**config.mk**
```make
export PLATFORM = sky130hd
export DESIGN_NAME = stim_gen
export DESIGN_NICKNAME = d
export VERILOG_FILES = /design/src/rtl/stim_gen_pkg.sv /design/src/rtl/stim_gen_timer.sv /design/src/rtl/stim_gen.sv
export SDC_FILE = /design/constraint.sdc
export NUM_CORES = 1
export LEC_CHECK = 0
export CAP_MARGIN = 5
export CORE_MARGIN = 2
export CORE_UTILIZATION = 51
export DETAILED_ROUTE_END_ITERATION = 8
export MAX_ROUTING_LAYER = met4
export PLACE_DENSITY_LB_ADDON = 0.1
export SYNTH_ARGS = -nofsm -noshare
export SYNTH_HDL_FRONTEND = slang
export SYNTH_SLANG_ARGS = --single-unit
```
**constraint.sdc**
```tcl
create_clock -name i_clk -period 2.51 [get_ports i_clk]
set_clock_uncertainty 0.15 [all_clocks]
set_input_delay 0.251 -clock i_clk [delete_from_list [all_inputs] [get_ports i_clk]]
set_output_delay 0.251 -clock i_clk [all_outputs]
set_load 0.05 [all_outputs]
```
**src/rtl/stim_gen_pkg.sv**
```systemverilog
// stim_gen_pkg: shared types and helpers for the exhaustive-stimulus generator.
//   - state_e   : controller states (IDLE / RUN / DONE)
//   - MAX_WIDTH : upper bound on the stimulus vector width
//   - bin2gray  : binary to reflected-Gray conversion (MAX_WIDTH bits)
package stim_gen_pkg;

    localparam int MAX_WIDTH = 16;

    typedef enum logic [1:0] {
        ST_IDLE = 2'd0,
        ST_RUN  = 2'd1,
        ST_DONE = 2'd2
    } state_e;

    function automatic logic [MAX_WIDTH-1:0] bin2gray(input logic [MAX_WIDTH-1:0] b);
        return b ^ (b >> 1);
    endfunction

endpackage

```
**src/rtl/stim_gen_timer.sv**
```systemverilog
// stim_gen_timer: hold counter for stim_gen. Counts 0..HOLD_CYC-1 while
// enabled, wraps to 0 after the terminal count, clears synchronously.
// Ports:
//   i_clk, i_rst_n : clock, async active-low reset
//   i_clr          : synchronous clear to 0 (priority over enable)
//   i_en           : advance the counter this clock
//   o_term         : high on the enabled clock where the count is HOLD_CYC-1
module stim_gen_timer #(
    parameter int HOLD_CYC = 2
) (
    input  logic i_clk,
    input  logic i_rst_n,
    input  logic i_clr,
    input  logic i_en,
    output logic o_term
);

    localparam int CW = (HOLD_CYC > 1) ? $clog2(HOLD_CYC) : 1;
    localparam logic [CW-1:0] LAST = CW'(HOLD_CYC - 1);

    logic [CW-1:0] r_cnt;

    always_ff @(posedge i_clk or negedge i_rst_n) begin
        if (!i_rst_n) begin
            r_cnt <= '0;
        end else if (i_clr) begin
            r_cnt <= '0;
        end else if (i_en) begin
            r_cnt <= (r_cnt == LAST) ? '0 : r_cnt + 1'b1;
        end
    end

    // Terminal pulse is qualified by enable so a paused clock never samples.
    assign o_term = i_en & (r_cnt == LAST);

endmodule

```
**src/rtl/stim_gen.sv**
```systemverilog
// stim_gen: exhaustive stimulus generator. Steps a WIDTH-bit vector through
// all 2^WIDTH codes, each held HOLD_CYC clocks, samples i_resp on the last
// clock of each hold and reports the number of 1 responses per full pass.
// Parameters: WIDTH (1..16), HOLD_CYC (>=1), WRAP (0 single pass, 1 continuous)
// Ports:
//   i_clk, i_rst_n : clock, async active-low reset
//   i_start        : start pulse (IDLE only)     i_stop  : abort to IDLE
//   i_pause        : freeze sequence in RUN      i_gray  : Gray mode, latched at start
//   i_resp         : DUT response                o_vec   : stimulus vector
//   o_vld          : o_vec live and not paused   o_busy  : in RUN
//   o_done         : 1-clock end-of-pass pulse   o_ones  : 1-count of last full pass
// Build option: STIM_GEN_GRAY_EN compiles in the Gray converter; without it
// i_gray is ignored and the sequence is always binary.
module stim_gen
    import stim_gen_pkg::*;
#(
    parameter int WIDTH    = 5,
    parameter int HOLD_CYC = 2,
    parameter int WRAP     = 0
) (
    input  logic             i_clk,
    input  logic             i_rst_n,
    input  logic             i_start,
    input  logic             i_stop,
    input  logic             i_pause,
    input  logic             i_gray,
    input  logic             i_resp,
    output logic [WIDTH-1:0] o_vec,
    output logic             o_vld,
    output logic             o_busy,
    output logic             o_done,
    output logic [WIDTH:0]   o_ones
);

    localparam logic [WIDTH-1:0] LAST_IDX = {WIDTH{1'b1}};

    state_e           r_state, w_state_nxt;
    logic [WIDTH-1:0] r_idx, w_idx_nxt;
    logic [WIDTH:0]   r_acc, w_acc_nxt;
    logic [WIDTH:0]   r_ones, w_ones_nxt;
    logic [WIDTH-1:0] r_vec, w_vec_code;
    logic             r_vld, w_vld_nxt;
    logic             r_busy, w_busy_nxt;
    logic             r_done, w_done_nxt;
    logic             w_vec_upd;
    logic             w_term;
    logic             w_tmr_en;
    logic             w_tmr_clr;
    logic [WIDTH:0]   w_acc_sum;

    // Stop wins over pause and completion, so it also blocks the timer.
    assign w_tmr_en  = (r_state == ST_RUN) & ~i_pause & ~i_stop;
    assign w_tmr_clr = (r_state != ST_RUN);

    stim_gen_timer #(.HOLD_CYC(HOLD_CYC)) u_timer (
        .i_clk   (i_clk),
        .i_rst_n (i_rst_n),
        .i_clr   (w_tmr_clr),
        .i_en    (w_tmr_en),
        .o_term  (w_term)
    );

    assign w_acc_sum = r_acc + {{WIDTH{1'b0}}, i_resp};

`ifdef STIM_GEN_GRAY_EN
    logic r_gray, w_gray_nxt;

    always_ff @(posedge i_clk or negedge i_rst_n) begin
        if (!i_rst_n) r_gray <= 1'b0;
        else          r_gray <= w_gray_nxt;
    end

    // Mode comes from i_gray on the start clock, otherwise from the latch.
    always_comb begin
        w_gray_nxt = r_gray;
        if (r_state == ST_IDLE && i_start && !i_stop)
            w_gray_nxt = i_gray;
    end

    assign w_vec_code = w_gray_nxt ? WIDTH'(bin2gray(MAX_WIDTH'(w_idx_nxt))) : w_idx_nxt;
`else
    logic w_unused_gray;
    assign w_unused_gray = i_gray;
    assign w_vec_code    = w_idx_nxt;
`endif

    always_comb begin
        w_state_nxt = r_state;
        w_idx_nxt   = r_idx;
        w_acc_nxt   = r_acc;
        w_ones_nxt  = r_ones;
        w_vld_nxt   = 1'b0;
        w_busy_nxt  = 1'b0;
        w_done_nxt  = 1'b0;
        w_vec_upd   = 1'b0;
        case (r_state)
            ST_IDLE: begin
                if (i_start && !i_stop) begin
                    w_state_nxt = ST_RUN;
                    w_idx_nxt   = '0;
                    w_acc_nxt   = '0;
                    w_vld_nxt   = 1'b1;
                    w_busy_nxt  = 1'b1;
                    w_vec_upd   = 1'b1;
                end
            end
            ST_RUN: begin
                if (i_stop) begin
                    w_state_nxt = ST_IDLE;
                end else if (i_pause) begin
                    w_busy_nxt = 1'b1;
                end else begin
                    w_busy_nxt = 1'b1;
                    w_vld_nxt  = 1'b1;
                    if (w_term) begin
                        w_acc_nxt = w_acc_sum;
                        w_idx_nxt = r_idx + 1'b1;
                        w_vec_upd = 1'b1;
                        if (r_idx == LAST_IDX) begin
                            // Index wraps to 0 here but o_vec keeps the last code.
                            w_state_nxt = ST_DONE;
                            w_ones_nxt  = w_acc_sum;
                            w_done_nxt  = 1'b1;
                            w_busy_nxt  = 1'b0;
                            w_vld_nxt   = 1'b0;
                            w_vec_upd   = 1'b0;
                        end
                    end
                end
            end
            ST_DONE: begin
                if (i_stop || WRAP == 0) begin
                    w_state_nxt = ST_IDLE;
                end else begin
                    w_state_nxt = ST_RUN;
                    w_idx_nxt   = '0;
                    w_acc_nxt   = '0;
                    w_vld_nxt   = 1'b1;
                    w_busy_nxt  = 1'b1;
                    w_vec_upd   = 1'b1;
                end
            end
            default: w_state_nxt = ST_IDLE;
        endcase
    end

    always_ff @(posedge i_clk or negedge i_rst_n) begin
        if (!i_rst_n) begin
            r_state <= ST_IDLE;
            r_idx   <= '0;
            r_acc   <= '0;
            r_ones  <= '0;
            r_vec   <= '0;
            r_vld   <= 1'b0;
            r_busy  <= 1'b0;
            r_done  <= 1'b0;
        end else begin
            r_state <= w_state_nxt;
            r_idx   <= w_idx_nxt;
            r_acc   <= w_acc_nxt;
            r_ones  <= w_ones_nxt;
            r_vld   <= w_vld_nxt;
            r_busy  <= w_busy_nxt;
            r_done  <= w_done_nxt;
            if (w_vec_upd) r_vec <= w_vec_code;
        end
    end

    assign o_vec  = r_vec;
    assign o_vld  = r_vld;
    assign o_busy = r_busy;
    assign o_done = r_done;
    assign o_ones = r_ones;

endmodule

```
==> reports/results.ini <==
[sta]
setup_viol = 0
hold_violations = 0
clock.fmax_ghz = 0.482
period_share_pct = 82.7
slew_headroom_pct = 62.6
rsz0062_at_grt = no
setup_ws_ps = 435
period_minus_slack_ps = 2080
fin_tns_setup_ps = 0
tightest_slew_ps = 556
drv_slew = 0

[cts]
worstSkewPairLatency_ps = 340
cts_tree = done
cts_resized = 0
htreeDepth = 1
numCtsBuffers = 3
ctsHoldBuffers = 0
cts_setup_buffers = 0
cts_sinks = 28
clock_path_buffers = 2
clkSlewWorstSetupHoldPaths_ps = 160
root_buffer = clkbuf_4

[floorplanning]
core_mm2 = 0.00225
start_util_pct = 55.2
rows = 17
ios = 21
die_x_um = 53.4
die_y_um = 53.4
die-area_mm2 = 0.00285

[hold_path]
min_path_type = primary input to asynchronous set/reset pin

[critical_path]
worstSetupStartpointType = register
end_kind = register
worstPathMaxFanout = 10
arrival_ps = 2160
worst_ep_required_time_ps = 2600
path_class = register to register

[global_route]
grt_first_pass_wirelength_um = 3930
grt_max_degree = 29
antenna_found_initial = 0
grt_pass1_vias = 878
grt_usage_pct = 20.2
overflow = 0

[cells_and_area]
antenna_cells = 0
drive_gt1_share_pct = 12.9
layout_commonest_cell = dfrtp_1
fin_cells = 160
syn_to_final_growth_pct = 23.5
nFillCells = 190
layout_common_cells = dfrtp_1, clkdlybuf4s50_1, nand2_1, o21ai_0, mux2_2
final_nets = 144

[outcome]
status = finished, final reports clean

[power_and_ir_drop]
vdd_drop_max_mv = 0.392
total_power_mw = 0.890
leakage_nw = 0.737
powerDensity_mw_per_mm2 = 579

[drt]
detail-route-antenna-nets = 0
first_pass_iters = 4
routedWlPerCell_um = 15.2
via_per_inst = 5.62
wirelength_um = 2430
num_vias = 899
drc = 0
drt_iter0_drc = 3

[synth]
synth.ff_latch_count = 28
synth_top_area_cell = dfrtp_1
ys_seq_area_share_pct = 56.3
synth_nets = 118
ys_warn_count = 0
synth.area.top_cells = dfrtp_1, mux2_2, a22o_1
ys_types = 28
syn_avg_cell_area_um2 = 11.6
synth_top_area_share_pct = 56.3
synth_cells = 107
synth_area_mm2 = 0.00124

[placed_design]
dp_worst_setup_slack_ps = 373
dp_cells = 156
io_buffers = 19
gp_congestion = 0.846
dp_hpwl_um = 1720

[job]
maxCapViolCount = 0

[worst paths after layout]
path                       cells after the start               endpoint                   from  slack [ps]
setup / recovery                               6  o_ones[5]$_DFFE_PN0P_     r_idx[0]$_DFF_PN0_         430
hold / removal                                 2  o_ones[4]$_DFFE_PN0P_                i_rst_n         110
setup reg to reg                               6  o_ones[5]$_DFFE_PN0P_     r_idx[0]$_DFF_PN0_         430
hold reg to reg                                2  o_ones[3]$_DFFE_PN0P_  o_ones[3]$_DFFE_PN0P_         350
max in group asynchronous                      2  o_ones[5]$_DFFE_PN0P_                i_rst_n        1840
min in group i_clk                             2  o_ones[3]$_DFFE_PN0P_  o_ones[3]$_DFFE_PN0P_         350
[sequential cells by signal (all words and copies together) (netlist names)]
signal / count
r_idx: 5
o_vec: 5
r_state: 2
r_acc: 6
u_timer.r_cnt: 1
o_ones: 6
o_vld: 1
o_busy: 1
o_done: 1
[kinds of logic (layout without fill, tap and decap cells)]
kind of cell | after synthesis | count (layout) | synth area share [%]
fa+ha+maj | 4 | 4 | 4.02
flops | 28 | 28 | 56.3
buf+inv | 3 | 28 | 0.905
mux | 8 | 8 | 7.24
compound gates | 21 | 21 | 11.5
simple gates | 38 | 38 | 16.5
xor+xnor | 5 | 5 | 3.52
[final cells by class]
type | count | area [um^2] | area share, %
Clock buffer | 3 | 22.5 | 1.47
Clock inverter | 1 | 30.0 | 1.95
Inverter | 3 | 11.3 | 0.733
Multi-Input combinational cell | 76 | 532 | 34.6
Sequential cell | 28 | 701 | 45.6
Tap cell | 28 | 35.0 | 2.28
Timing Repair Buffer | 21 | 205 | 13.4
[worst max-delay path: stages (launching register included)]
cell,delay (ps)
dfrtp_1,440
ha_1,180
and3_1,180
ha_1,250
nand3_2,230
inv_1,200
mux2_2,350
[per-stage QoR]
stage | instance area [um^2] | hold WS (ps) | utilization (%)
2_1_floorplan | 1240 | -195 | -
3_3_place_gp | 1480 | 312 | 65.8
3_5_place_dp | 1480 | 320 | 65.8
4_1_cts | 1540 | 121 | 68.1
5_1_grt | 1540 | 157 | 68.1
6_report | 1540 | 110 | 68.1
[cell usage after synthesis, drive strengths merged]
cell type	number
a21o	1
nor3	2
and3b	1
or4b	1
or2	1
o21a	1
nand4	1
nand2	11
xnor2	2
nor2b	1
ha	4
nand2b	1
nand3	5
o31ai	1
nor2	7
inv	3
xor2	3
and3	3
o21ai	9
dfrtp	28
a22o	6
a21oi	1
a32o	1
nand3b	3
mux2	8
or3b	1
o211ai	1
[power breakdown]
| part | leakage, nW | switching, mW | internal (mW) |
|---|---|---|---|
| clock network | 0.0279 | 0.140 | 0.162 |
| logic | 0.323 | 0.0637 | 0.0444 |
| registers | 0.386 | 0.0135 | 0.467 |
| total | 0.737 | 0.217 | 0.673 |
[routing by layer]
metal / GRT usage, % / vias to the layer above / wire length (um)
li1: - / 434 / -
met1: 26.0 / 444 / 1190
met2: 31.9 / 17 / 1150
met3: 3.39 / 4 / 60
met4: 8.12 / 0 / 28
met5: - / - / 0
(Power assumes the default switching activity.)
